`src/rtl/fetch_unit.sv`:
```
// Natalius fetch stage: 11-bit PC register driving the instruction ROM address, plus a hardware return stack.
// Optional overflow/underflow protection is enabled by defining FETCH_STACK_CHECK_EN.
module fetch_unit #(
   parameter logic [10:0] RESET_VECTOR = 11'd0,
   parameter int          STACK_DEPTH  = 8
) (
   input  logic        clk,
   input  logic        rst,
   input  logic        pc_en,
   input  logic        jump,
   input  logic        call,
   input  logic        ret,
   input  logic [10:0] target,
   output logic [10:0] address,
   output logic        stack_empty,
   output logic        stack_full,
   output logic        stack_ovf,
   output logic        stack_unf
);

   localparam int IW = $clog2(STACK_DEPTH);
`ifdef FETCH_STACK_CHECK_EN
   // One extra bit so the pointer can represent a completely full stack.
   localparam int SPW = IW + 1;
   localparam logic [SPW-1:0] SP_FULL = SPW'(STACK_DEPTH);
`else
   localparam int SPW = IW;
`endif
   localparam logic [SPW-1:0] SP_ZERO = {SPW{1'b0}};
   localparam logic [SPW-1:0] SP_ONE  = SPW'(1);

   logic [10:0]    pc;
   logic [10:0]    next_pc;
   logic [10:0]    ret_addr;
   logic [SPW-1:0] sp;
   logic [SPW-1:0] next_sp;
   logic [SPW-1:0] sp_dec;
   logic [SPW-1:0] sp_inc;
   logic [IW-1:0]  push_idx;
   logic [IW-1:0]  pop_idx;
   logic           push;
   logic [10:0]    stack [STACK_DEPTH];

   assign ret_addr = pc + 11'd1;
   assign sp_dec   = sp - SP_ONE;
   assign sp_inc   = sp + SP_ONE;
   assign push_idx = sp[IW-1:0];
   assign pop_idx  = sp_dec[IW-1:0];

`ifdef FETCH_STACK_CHECK_EN
   logic ovf;
   logic unf;
   logic ovf_set;
   logic unf_set;

   // Next-state selection with ret > call > jump > increment priority, fault-protected.
   always_comb begin
      next_pc = pc;
      next_sp = sp;
      push    = 1'b0;
      ovf_set = 1'b0;
      unf_set = 1'b0;
      if (pc_en) begin
         if (ret) begin
            if (sp != SP_ZERO) begin
               next_pc = stack[pop_idx];
               next_sp = sp_dec;
            end else begin
               next_pc = RESET_VECTOR;
               unf_set = 1'b1;
            end
         end else if (call) begin
            next_pc = target;
            if (sp != SP_FULL) begin
               push    = 1'b1;
               next_sp = sp_inc;
            end else begin
               ovf_set = 1'b1;
            end
         end else if (jump) begin
            next_pc = target;
         end else begin
            next_pc = ret_addr;
         end
      end else begin
         next_pc = pc;
      end
   end

   // Sticky fault flags, cleared only by reset.
   always_ff @(posedge clk) begin
      if (!rst) begin
         ovf <= 1'b0;
         unf <= 1'b0;
      end else begin
         ovf <= ovf | ovf_set;
         unf <= unf | unf_set;
      end
   end

   assign stack_full = (sp == SP_FULL);
   assign stack_ovf  = ovf;
   assign stack_unf  = unf;
`else
   // Next-state selection with ret > call > jump > increment priority; pointer wraps freely.
   always_comb begin
      next_pc = pc;
      next_sp = sp;
      push    = 1'b0;
      if (pc_en) begin
         if (ret) begin
            next_pc = stack[pop_idx];
            next_sp = sp_dec;
         end else if (call) begin
            next_pc = target;
            push    = 1'b1;
            next_sp = sp_inc;
         end else if (jump) begin
            next_pc = target;
         end else begin
            next_pc = ret_addr;
         end
      end else begin
         next_pc = pc;
      end
   end

   assign stack_full = 1'b0;
   assign stack_ovf  = 1'b0;
   assign stack_unf  = 1'b0;
`endif

   // PC and stack pointer registers.
   always_ff @(posedge clk) begin
      if (!rst) begin
         pc <= RESET_VECTOR;
         sp <= SP_ZERO;
      end else begin
         pc <= next_pc;
         sp <= next_sp;
      end
   end

   // Return-address storage; contents are not reset, and reset suppresses a pending push.
   always_ff @(posedge clk) begin
      if (rst && push) begin
         stack[push_idx] <= ret_addr;
      end
   end

   assign address     = pc;
   assign stack_empty = (sp == SP_ZERO);

endmodule
```
`config.mk`:
```
export PLATFORM = sky130hd
export DESIGN_NAME = fetch_unit
export DESIGN_NICKNAME = d
export VERILOG_FILES = /design/src/rtl/fetch_unit.sv
export SDC_FILE = /design/constraint.sdc
export NUM_CORES = 1
export LEC_CHECK = 0
export CAP_MARGIN = 40
export CORE_ASPECT_RATIO = 0.7
export CORE_MARGIN = 2
export CORE_UTILIZATION = 50
export CTS_BUF_LIST = sky130_fd_sc_hd__clkbuf_8 sky130_fd_sc_hd__clkbuf_16
export CTS_CLUSTER_SIZE = 40
export DETAILED_ROUTE_END_ITERATION = 10
export HOLD_SLACK_MARGIN = 0.03
export PLACE_DENSITY_LB_ADDON = 0.08
export SETUP_SLACK_MARGIN = 0.3
export SLEW_MARGIN = 20
export SYNTH_ARGS = -nofsm -noshare
export SYNTH_HDL_FRONTEND = slang
export SYNTH_SLANG_ARGS = --single-unit
```
`constraint.sdc`:
```
create_clock -name clk -period 2.4 [get_ports clk]
set_input_delay 0.24 -clock clk [delete_from_list [all_inputs] [get_ports clk]]
set_output_delay 0.24 -clock clk [all_outputs]
set_load 0.05 [all_outputs]
```
==> impl_metrics.toml, run 1 <==
[final_layout]
final_area_um2 = 5162
drive_above_1_share_pct = 18.10
area_growth_pct = 18.60
utilization_pct = 61.14
final_nets = 353
antennaDiodeCount = 0

[floorplanning]
die_y_um = 82.07
fp.dieArea_um2 = 9480
fp-row-count = 28
start_util_pct = 51.56
design.portCount = 32
coreArea_um2 = 8443
die_x_um = 115.5

[timing]
finalCriticalPeriod_ns = 1.982
relSlewSlack_pct = 62.48
fin_worst_skew_ns = 0.008578
finalHoldViolations = 0
rsz0062_at_grt = "false"
timing.fmax_ghz = 0.5045
maxSlewViolCount = 0
tightest_slew_ns = 0.5611
layout_worst_path_cycle_share_pct = 82.59
setup_tns_ns = 0
setup_viol = 0

[global_route]
grt_first_pass_wirelength_um = 15240
overflow = 0
grt_max_degree = 30
grt_pass1_vias = 2478
grt_usage_pct = 23.25
antenna_found_initial = 0

[drt]
drc = 0
drt-initial-drc-count = 256
antenna_left = 0
avgRoutedWirePerCell_um = 22.51
dr.pass1.iters = 5
vias = 2708
via_per_inst = 5.926
finalWirelength_um = 10290

[power]
static-leakage-power_nw = 1.734
p_sw_share_pct = 26.48
power.internal_mw = 2.954
irDropWorstVdd_uv = 378.5
clockPowerShare_pct = 33.7
p_seq_share_pct = 50.7
combPwrFrac_pct = 15.6
p_sw_mw = 1.064
power_density_nw_per_um2 = 778.5

[synth]
synth_top_area_share_pct = 60.71
ys_top_cells_by_count = "88 x edfxtp_1, 24 x o21ai_0, 16 x a22oi_1, 16 x mux4_2, 15 x nor2_1"
yosysWarnings = 0
synth_area_per_cell_um2 = 15.11
synth.largest_area_cell = "edfxtp_1"
yosysSeqAreaShare_pct = 67.15
synth-main-ff-cell = "edfxtp_1"
synth-edff-count = 88
syn-instance-count = 288
synth_area_leaders = "edfxtp_1 61%, mux4_2 8.3%, dfxtp_1 6.4%, mux2i_1 3.0%, o21ai_0 2.8%"
async_flop_share_pct = 0
post-synth-top-count-cell = "edfxtp_1"
syn_area_um2 = 4353
ys_ff_latch = 102
yosysUniqueCellTypes = 37

[clock_tree]
cts_sinks = 102
cts_setup_buffers = 0
root_buffer = "clkbuf_16"
cts-buffers-inserted = 9
cts.clk_slew.worst_paths_ns = 0.07
hold_buffers = 0
clock_path_buffers = 2
cts_tree = "yes"
insertion_delay_ns = 0.34
cts_resized = 0
htree_levels = 3

[run]
drv_cap = 0

[worst_setup_path]
crit_arrival_ns = 1.74
crit_family = "buffers and inverters"
critPathKind = "reg2out"
start_kind = "flip-flop"
setup.worst_path.start = "address[1]$_SDFFE_PN0P_"
cp_max_fo = 6
crit_buf_inv = 1
crit_chain = "clkdlybuf4s50_1"
crit_slowest_cell = "clkdlybuf4s50_1"
worstPathRequired_ns = 2.16
r2r-start = "push_idx[0]$_SDFFE_PN0P_"
worst_setup_path_end_kind = "output port"
max_stage_delay_ns = 0.91

[placed_design]
placed_cell_area_um2 = 4878
hpwlAfterDp_um = 7309
place_congestion = 0.8063
port_buffers = 28

[hold_path]
min_from = "address[9]$_SDFFE_PN0P_"
holdCritPathClass = "reg2reg"

[run_status]
outcome = "complete, no violations"
-- worst paths after layout --
| check | slack (ns) | end | depth (start not counted) |
|---|---|---|---|
| worst max-delay path | 0.42 | address[1] | 1 |
| worst min register to register | 0.60 | address[9]$_SDFFE_PN0P_ | 2 |
| worst max register to register | 0.47 | stack[1][2]$_DFFE_PP_ | 5 |
| worst min-delay path | 0.60 | address[9]$_SDFFE_PN0P_ | 2 |
-- area by class of cell --
class / instances / area (um^2)
Multi-Input combinational cell: 166 / 1348
Clock inverter: 7 / 55.05
Sequential cell: 102 / 2925
Clock buffer: 9 / 225.2
Fill cell: 632 / 3281
Tap cell: 120 / 150.1
Timing Repair Buffer: 48 / 440.4
Inverter: 5 / 18.77
-- cell usage in the layout (no fill, tap or decap), drive strengths merged, types with 3 or more instances in the layout --
master	instances
a21oi	6
a22oi	16
a311o	4
a31oi	5
and2	3
buf	21
clkbuf	9
clkdlybuf4s50	27
clkinv	3
conb	3
dfxtp	14
edfxtp	88
ha	4
inv	9
mux2i	13
mux4	16
nand2	14
nand3	8
nor2	15
nor2b	4
o21ai	24
or3	5
xnor2	4
xor2	3
-- logic make-up after synthesis --
group | after synthesis | share of synthesized area, %
buf+inv | 22 | 2.328
fa+ha+maj | 4 | 1.150
mux | 30 | 11.53
xor+xnor | 7 | 1.408
flops | 102 | 67.15
compound gates | 64 | 9.457
simple gates | 58 | 6.899
other cells | 1 | 0.08615
-- flip-flops by register name (all words and copies together) (netlist names) --
register  cells
address      11
push_idx      3
stack        88
-- layer usage --
metal	GRT usage, %	part of all wire, %	vias up
li1	-	-	1217
met1	38.39	51	1346
met2	29.53	39	136
met3	6.421	9.3	9
met4	6.024	1.0	0
met5	0	0	-
-- stage by stage --
step           std cells  hold WS (ns)  setup WS [ns]  total power, mW
6_report             457        0.5988         0.4179            4.019
5_1_grt              457        0.6290         0.3458            4.160
4_1_cts              457        0.5925         0.3581            4.043
3_5_place_dp         441        0.5759         0.3046            2.700
3_3_place_gp         441        0.5792         0.3056            2.698
2_1_floorplan        290        0.3783         0.3494            2.470
-- power by group through the flow --
stage | Sequential, mW | Combinational (mW) | Clock (mW)
CTS | 2.04 | 0.627 | 1.38
global placement | 2.08 | 0.622 | 0
floorplan | 2.12 | 0.347 | 0
global route | 2.04 | 0.671 | 1.44
finish | 2.04 | 0.627 | 1.35
detailed placement | 2.08 | 0.624 | 0
Note: power is estimated with default switching activity, not from simulation.
==> inputs of run 2 (changes only) <==
Clock period 2.4 ns to 1.7 ns, I/O delays scaled along.
==> impl_metrics.toml, run 2 (synthesized netlist as in run 1, its figures left out) <==
[final_layout]
layout_commonest_cell = "edfxtp_1"
area_growth_pct = 44.81
n_fill_cell = 506
antennaDiodeCount = 0
layout_common_cells = "88 x edfxtp_1, 46 x buf_4, 20 x o21ai_0"
top_register = "stack"
final_area_um2 = 6304
largest_reg_flops = 88
final_cells = 505
final_nets = 401
drive_above_1_share_pct = 48.83

[floorplanning]
die_y_um = 82.07
fp-row-count = 28
die_x_um = 115.5
coreArea_um2 = 8443
design.portCount = 32
start_util_pct = 51.56
fp.dieArea_um2 = 9480

[clock_tree]
hold_buffers = 0
cts_tree = "yes"
clock_path_buffers = 2
htree_levels = 3
cts-buffers-inserted = 9
root_buffer = "clkbuf_16"
cts.clk_slew.worst_paths_ns = 0.07
cts_sinks = 102
insertion_delay_ns = 0.34

[global_route]
grt_first_pass_wirelength_um = 17400
grt_usage_pct = 27.06
overflow = 0
antenna_found_initial = 0
grt_max_degree = 22
grt_pass1_vias = 2863

[timing]
whs_ns = 0.5476
rsz0062_at_grt = "true"
setup_viol = 2
layout_worst_path_cycle_share_pct = 100.1
fin_ws_ns = -0.001491
timing.fmax_ghz = 0.5877
fin_worst_skew_ns = 0.008609
maxSlewViolCount = 0
finalCriticalPeriod_ns = 1.701
finalHoldViolations = 0

[worst_setup_path]
cp_max_fo = 13
crit_buf_inv = 2
max_stage_delay_ns = 0.36
crit_chain = "inv_4 > ha_4 > buf_6 > mux4_2 > a22oi_1 > a21oi_1"
crit_slowest_cell = "dfxtp_2"
start_kind = "flip-flop"
crit_arrival_ns = 1.93
worstPathRequired_ns = 1.93
crit_family = "flip-flops"
critPathKind = "reg2reg"
worst_setup_path_end_kind = "flip-flop"

[power]
static-leakage-power_nw = 2.160
power_density_nw_per_um2 = 1001
irDropWorstVdd_uv = 843.5

[drt]
via_per_inst = 5.960
dr.pass1.iters = 4
avgRoutedWirePerCell_um = 24.75
antenna_left = 0
drc = 0
vias = 3010
finalWirelength_um = 12500
drt-initial-drc-count = 265

[run]
drv_cap = 0

[placed_design]
placed_cell_area_um2 = 5280
placedCellCount = 455
place_congestion = 0.8312
port_buffers = 28
hpwlAfterDp_um = 7723

[run_status]
violations = "setup timing"
outcome = "complete, but fails checks"

[hold_path]
holdCritPathClass = "in2reg"
run 2: per-stage QoR:
| stage | power, mW | setup slack [ns] | util (%) | setup TNS (ns) |
|---|---|---|---|---|
| 2_1_floorplan | 3.579 | 0.05136 | - | 0 |
| 3_3_place_gp | 3.913 | -0.06236 | 62.54 | -4.422 |
| 3_5_place_dp | 3.922 | -0.07911 | 62.54 | -5.344 |
| 4_1_cts | 6.120 | 0.02450 | 70.27 | 0 |
| 5_1_grt | 6.498 | -0.09332 | 74.66 | -0.3426 |
| 6_report | 6.312 | -0.001491 | 74.66 | -0.002616 |
run 2: layout make-up:
class / instances / area (um^2) / area share [%]
sequential: 102 / 2967 / 47.06
multi-input combinational: 166 / 1755 / 27.85
timing repair buffer: 96 / 1105 / 17.53
clock buffer: 9 / 225.2 / 3.573
tap: 120 / 150.1 / 2.382
clock inverter: 7 / 73.82 / 1.171
inverter: 5 / 27.53 / 0.4367
run 2: tightest hold or removal path, delay by kind of cell:
family / cells / cell delay [ns]
simple gates: 2 / 0.22
buf+inv: 1 / 0.41
compound gates: 1 / 0.06
run 2: routing by layer:
metal	track usage, %	share of wire [%]
met5	0	0
met4	7.108	1.6
met3	9.373	11
met2	39.47	45
met1	39.06	43
run 2: power by group:
part | internal, mW | switching [mW] | leakage [nW] | total [mW]
registers | 2.81 | 0.0777 | 0.925 | 2.89
clock network | 1.15 | 0.906 | 0.151 | 2.06
logic | 0.644 | 0.728 | 1.08 | 1.37
run 2: final timing paths:
path | cells past startpoint | to | from | slack (ns)
setup / recovery | 6 | address[8]$_SDFFE_PN0P_ | push_idx[1]$_SDFFE_PN0P_ | -0.001
hold / removal | 4 | address[2]$_SDFFE_PN0P_ | target[2] | 0.55
setup reg to reg | 6 | address[8]$_SDFFE_PN0P_ | push_idx[1]$_SDFFE_PN0P_ | -0.001
hold reg to reg | 2 | address[7]$_SDFFE_PN0P_ | address[7]$_SDFFE_PN0P_ | 0.58
run 2: timing repair:
action	in CTS	in global routing
gates cloned	3	2
gates resized for setup	35	48
setup endpoints to repair	150	158
pin swaps	8	25
setup buffers	16	13
